## src/rtl/perm_matcher_seq.sv

```systemverilog
// Sequential permutation matcher: maps each A lane to an equal, unused B lane, one lane per clock.
// Optional build macro PERM_MATCHER_PREFER_IDENTITY_EN keeps a lane in place when B[i] already matches A[i].
module perm_matcher_seq #(
  parameter  int N    = 4,
  parameter  int W    = 2,
  localparam int IDXW = $clog2(N)
) (
  input  logic              clk,
  input  logic              rst_n,
  input  logic              in_valid,
  output logic              in_ready,
  input  logic [N*W-1:0]    a_vec,
  input  logic [N*W-1:0]    b_vec,
  output logic              out_valid,
  input  logic              out_ready,
  output logic [N*IDXW-1:0] map_vec,
  output logic              match_ok,
  output logic [N-1:0]      unmatched_mask,
  output logic              busy
);

  typedef enum logic [1:0] {
    S_IDLE,
    S_MATCH,
    S_DONE
  } state_t;

  state_t            r_state;
  state_t            w_stateNext;
  logic [N*W-1:0]    r_a;
  logic [N*W-1:0]    r_b;
  logic [N-1:0]      r_used;
  logic [N*IDXW-1:0] r_map;
  logic [N-1:0]      r_mask;
  logic              r_ok;
  logic [IDXW-1:0]   r_idx;

  logic [W-1:0]      w_aLane;
  logic              w_found;
  logic [IDXW-1:0]   w_sel;
  logic              w_lastLane;
  logic [N-1:0]      w_maskNext;
`ifdef PERM_MATCHER_PREFER_IDENTITY_EN
  logic [W-1:0]      w_bSelf;
  logic              w_usedSelf;
`endif

  // Candidate search for the current lane; the descending scan leaves the lowest free match selected.
  always_comb begin
    w_aLane    = '0;
    w_found    = 1'b0;
    w_sel      = '0;
    w_lastLane = (r_idx == IDXW'(N-1));
    w_maskNext = r_mask;
`ifdef PERM_MATCHER_PREFER_IDENTITY_EN
    w_bSelf    = '0;
    w_usedSelf = 1'b0;
`endif
    for (int k = 0; k < N; k++) begin
      if (r_idx == IDXW'(k)) begin
        w_aLane = r_a[k*W +: W];
`ifdef PERM_MATCHER_PREFER_IDENTITY_EN
        w_bSelf    = r_b[k*W +: W];
        w_usedSelf = r_used[k];
`endif
      end
    end
    for (int j = N-1; j >= 0; j--) begin
      if ((r_b[j*W +: W] == w_aLane) && !r_used[j]) begin
        w_found = 1'b1;
        w_sel   = IDXW'(j);
      end
    end
`ifdef PERM_MATCHER_PREFER_IDENTITY_EN
    if ((w_bSelf == w_aLane) && !w_usedSelf) begin
      w_found = 1'b1;
      w_sel   = r_idx;
    end
`endif
    if (!w_found) begin
      for (int k = 0; k < N; k++) begin
        if (r_idx == IDXW'(k)) w_maskNext[k] = 1'b1;
      end
    end
  end

  always_ff @(posedge clk or negedge rst_n) begin
    if (!rst_n) r_state <= S_IDLE;
    else        r_state <= w_stateNext;
  end

  always_comb begin
    w_stateNext = r_state;
    case (r_state)
      S_IDLE:  if (in_valid)   w_stateNext = S_MATCH;
      S_MATCH: if (w_lastLane) w_stateNext = S_DONE;
      S_DONE:  if (out_ready)  w_stateNext = S_IDLE;
      default: w_stateNext = S_IDLE;
    endcase
  end

  // Job datapath; results are only touched on accept and during MATCH, so they hold through DONE and after.
  always_ff @(posedge clk or negedge rst_n) begin
    if (!rst_n) begin
      r_a    <= '0;
      r_b    <= '0;
      r_used <= '0;
      r_map  <= '0;
      r_mask <= '0;
      r_ok   <= 1'b0;
      r_idx  <= '0;
    end else begin
      case (r_state)
        S_IDLE: begin
          if (in_valid) begin
            r_a    <= a_vec;
            r_b    <= b_vec;
            r_used <= '0;
            r_map  <= '0;
            r_mask <= '0;
            r_ok   <= 1'b0;
            r_idx  <= '0;
          end
        end
        S_MATCH: begin
          r_mask <= w_maskNext;
          for (int j = 0; j < N; j++) begin
            if (w_found && (w_sel == IDXW'(j))) r_used[j] <= 1'b1;
          end
          for (int k = 0; k < N; k++) begin
            if (r_idx == IDXW'(k)) r_map[k*IDXW +: IDXW] <= w_found ? w_sel : '0;
          end
          if (w_lastLane) r_ok  <= ~|w_maskNext;
          else            r_idx <= r_idx + 1'b1;
        end
        default: ;
      endcase
    end
  end

  assign in_ready       = (r_state == S_IDLE);
  assign out_valid      = (r_state == S_DONE);
  assign busy           = (r_state != S_IDLE);
  assign map_vec        = r_map;
  assign match_ok       = r_ok;
  assign unmatched_mask = r_mask;

endmodule

```

## config.mk

```make
export PLATFORM = sky130hd
export DESIGN_NAME = perm_matcher_seq
export DESIGN_NICKNAME = d
export VERILOG_FILES = /design/src/rtl/perm_matcher_seq.sv
export SDC_FILE = /design/constraint.sdc
export NUM_CORES = 1
export LEC_CHECK = 0
export CORE_UTILIZATION = 45
export DETAILED_ROUTE_END_ITERATION = 16
export PLACE_DENSITY = 0.69
export SETUP_SLACK_MARGIN = 0.5
export SYNTH_ARGS = -nofsm -noshare
export SYNTH_HDL_FRONTEND = slang
export SYNTH_SLANG_ARGS = --single-unit
export TNS_END_PERCENT = 50
```

## constraint.sdc

```tcl
create_clock -name clk -period 2.6 [get_ports clk]
set_input_delay 0.65 -clock clk [delete_from_list [all_inputs] [get_ports clk]]
set_output_delay 0.65 -clock clk [all_outputs]
set_load 0.01 [all_outputs]
```

==> results.cfg <==
[synth]
netlist_top_cells_count = 56 x nand2_1, 37 x dfrtp_1, 12 x nor2_1
async_flop_share_pct = 100.0
synth-seq-area-share_pct = 49.87
synth_cell_types = 41
synth_edf_count = 0
synth_most_common_cell = nand2_1
synthesis.nets = 221
synth-main-ff-cell = dfrtp_1
syn_area_sq_um = 1857
synth_seq_cells = 37
ys_warn_count = 0
synth_top_area_share_pct = 49.87
synth_area_leaders = dfrtp_1 50%, nand2_1 11%, ha_1 2.7%
syn_inst = 197
synth_top_area_cell = dfrtp_1
syn_area_per_cell_sq_um = 9.425

[sta]
grt_setup_unrepaired = true
hold_violations = 0
min_period_over_period_pct = 91.83
finalMaxSlewViolations = 0
finalSetupViolCount = 0
clock.fmax_ghz = 0.4188
fin_skew_ns = 0.006543
finalSetupTns_ns = 0
relSlewSlack_pct = 65.51
period_needed_ns = 2.388
tightest_slew_ns = 0.5174

[routing]
dr.first_iter.drc_count = 161
route.vias.total = 1698
wl_per_cell_microns = 17.12
viasPerCell = 5.717
first_pass_iters = 4
wl_microns = 5085
detail-route-antenna-nets = 0
route.detailed.drc = 0

[die]
ioPinCount = 36
die_h_microns = 66.24
coreArea_sq_um = 3799
start_util_pct = 48.88
die_area_sq_um = 4387
die-width_microns = 66.24
core.rowCount = 22

[global_route]
grt_usage_pct = 26.49
top_usage_layer = met2
use_met3_pct = 5.000
use_met1_pct = 30.28
met2_usage_pct = 46.30
grt_pass1_vias = 1758
antenna_found_initial = 0
grt_max_degree = 38
grt_pass1_wl_microns = 8362
grt-ovfl-total = 0

[cts]
hold_buffers = 0
cts_root_buffer = clkbuf_8
clk_pin_slew_worst_paths_ns = 0.07
htreeDepth = 2
clock_latency_ns = 0.29
cts_buffers = 5
cts_tree = yes
cts.path.max_buffers = 2
cts_sinks = 37

[setup_path]
critPathLaunchType = flop
cp-end-kind = flop
r2r_setup_slack_ns = 0.21
required_ns = 2.76
critPathKind = reg -> reg
crit_fanout = 12
cp_slowest_cell = o32a_4
path_cells = buf_4, ha_4, a211oi_4, a211oi_4, buf_4, xor2_2, o32a_4, a41oi_1, nor2_1
crit_arrival_ns = 2.55
max_stage_delay_ns = 0.42

[flow_run]
max_cap_viol_count = 0

[finish]
drive_above_1_share_pct = 22.09
antenna_cells = 0
multi_input_area_sq_um = 1115
fin_cells = 297
nets = 273
seqCellArea_sq_um = 927.1
fillers = 259
syn2layout_area_growth_pct = 47.44

[pwr]
cellPowerDensity_nw_per_um2 = 1674
peakVddDrop_uv = 711.9
p_leak_nw = 1.184

[worst_hold_path]
hp-class = reg -> reg

[status]
status = complete, no violations

[placed_design]
place_inst = 276
gp_congestion = 0.9514
dp_hpwl_microns = 3022
portBuffers = 35
-- kinds of logic (layout without fill, tap and decap cells) --
kind of cell,after synthesis,in the layout,synth area share [%]
mux,4,4,2.224
flops,37,37,49.87
compound gates,40,41,16.51
simple gates,88,88,21.63
xor+xnor,6,6,2.830
fa+ha+maj,4,4,2.696
buf+inv,18,69,4.245
-- timing repair --
action / 4_1_cts / 5_1_grt
cloned: 1 / 0
endpoints found under the setup margin: 17 / 20
endpoints found under the hold margin: 0 / 0
buffers inserted: 13 / 0
pin swaps: 15 / 1
resized for setup: 30 / 3
-- flip-flops by register name (all words and copies together) (netlist names) --
signal and cells:
r_state 2, match_ok 1, r_used 4, map_vec 8, r_b 8, unmatched_mask 4
r_idx 2, r_a 8
-- report_power, final --
part	switching, W	leakage [nW]	internal, W	total [W]
Sequential	0.000252	0.470	0.000828	0.00108
Combinational	0.00161	0.670	0.00149	0.00310
Clock	0.000196	0.0443	0.000210	0.000406
Total	0.00205	1.18	0.00253	0.00458
-- critical path: cells and delay by family, from the launching register on --
family                     cells  cell delay, ns
adders and majority gates      1            0.22
buffers and inverters          2            0.31
xor gates and xnor gates       1            0.21
and+or+nand+nor                1            0.08
AOI/OAI and AO/OA              4            1.01
DFF                            1            0.41
-- worst paths after layout --
kind,startpoint,cells after the start,end
max,r_idx[1],9,unmatched_mask[1]
min,map_vec[0],2,map_vec[0]
max reg2reg,r_idx[1],9,unmatched_mask[1]
min reg2reg,map_vec[0],2,map_vec[0]
max in group asynchronous,rst_n,2,r_idx[0]
min in group asynchronous,rst_n,2,map_vec[3]
-- per-layer routing --
metal	wire, microns	up-vias
met5	0	-
met2	2565	78
li1	-	771
met1	2024	827
met4	182	0
met3	312	22
-- cell usage in the layout, fill, tap and decap left out, types with 4 or more instances in the layout --
cell | synthesis | layout
buf_6 | 1 | 4
inv_1 | 9 | 7
buf_4 | 1 | 13
o21ai_1 | 2 | 4
clkbuf_8 | 0 | 6
nor2_1 | 12 | 12
nand2_1 | 56 | 56
ha_4 | 0 | 4
a211oi_4 | 1 | 4
clkdlybuf4s50_1 | 0 | 35
o21ai_0 | 9 | 6
nor2b_1 | 5 | 4
a21oi_1 | 8 | 7
dfrtp_1 | 37 | 36
-- area by class of cell --
| type | instances | area share [%] |
|---|---|---|
| Inverter | 9 | 1.325 |
| Sequential cell | 37 | 33.87 |
| Clock buffer | 7 | 3.154 |
| Timing Repair Buffer | 53 | 18.74 |
| Multi-Input combinational cell | 143 | 40.72 |
| Tap cell | 48 | 2.194 |
-- stage by stage --
stage	utilization (%)	hold slack [ns]	total power (W)	area, sq um	worst slack [ns]
after CTS	71.61	0.4921	0.004371	2720	0.3492
after detailed placement	61.03	0.4769	0.003053	2318	0.06035
after floorplan	-	0.3544	0.002535	1919	0.3677
after global placement	61.03	0.4771	0.002985	2318	0.2321
after global routing	72.07	0.5416	0.004825	2738	0.1608
final	72.07	0.4873	0.004584	2738	0.2123
(Power assumes the default switching activity.)
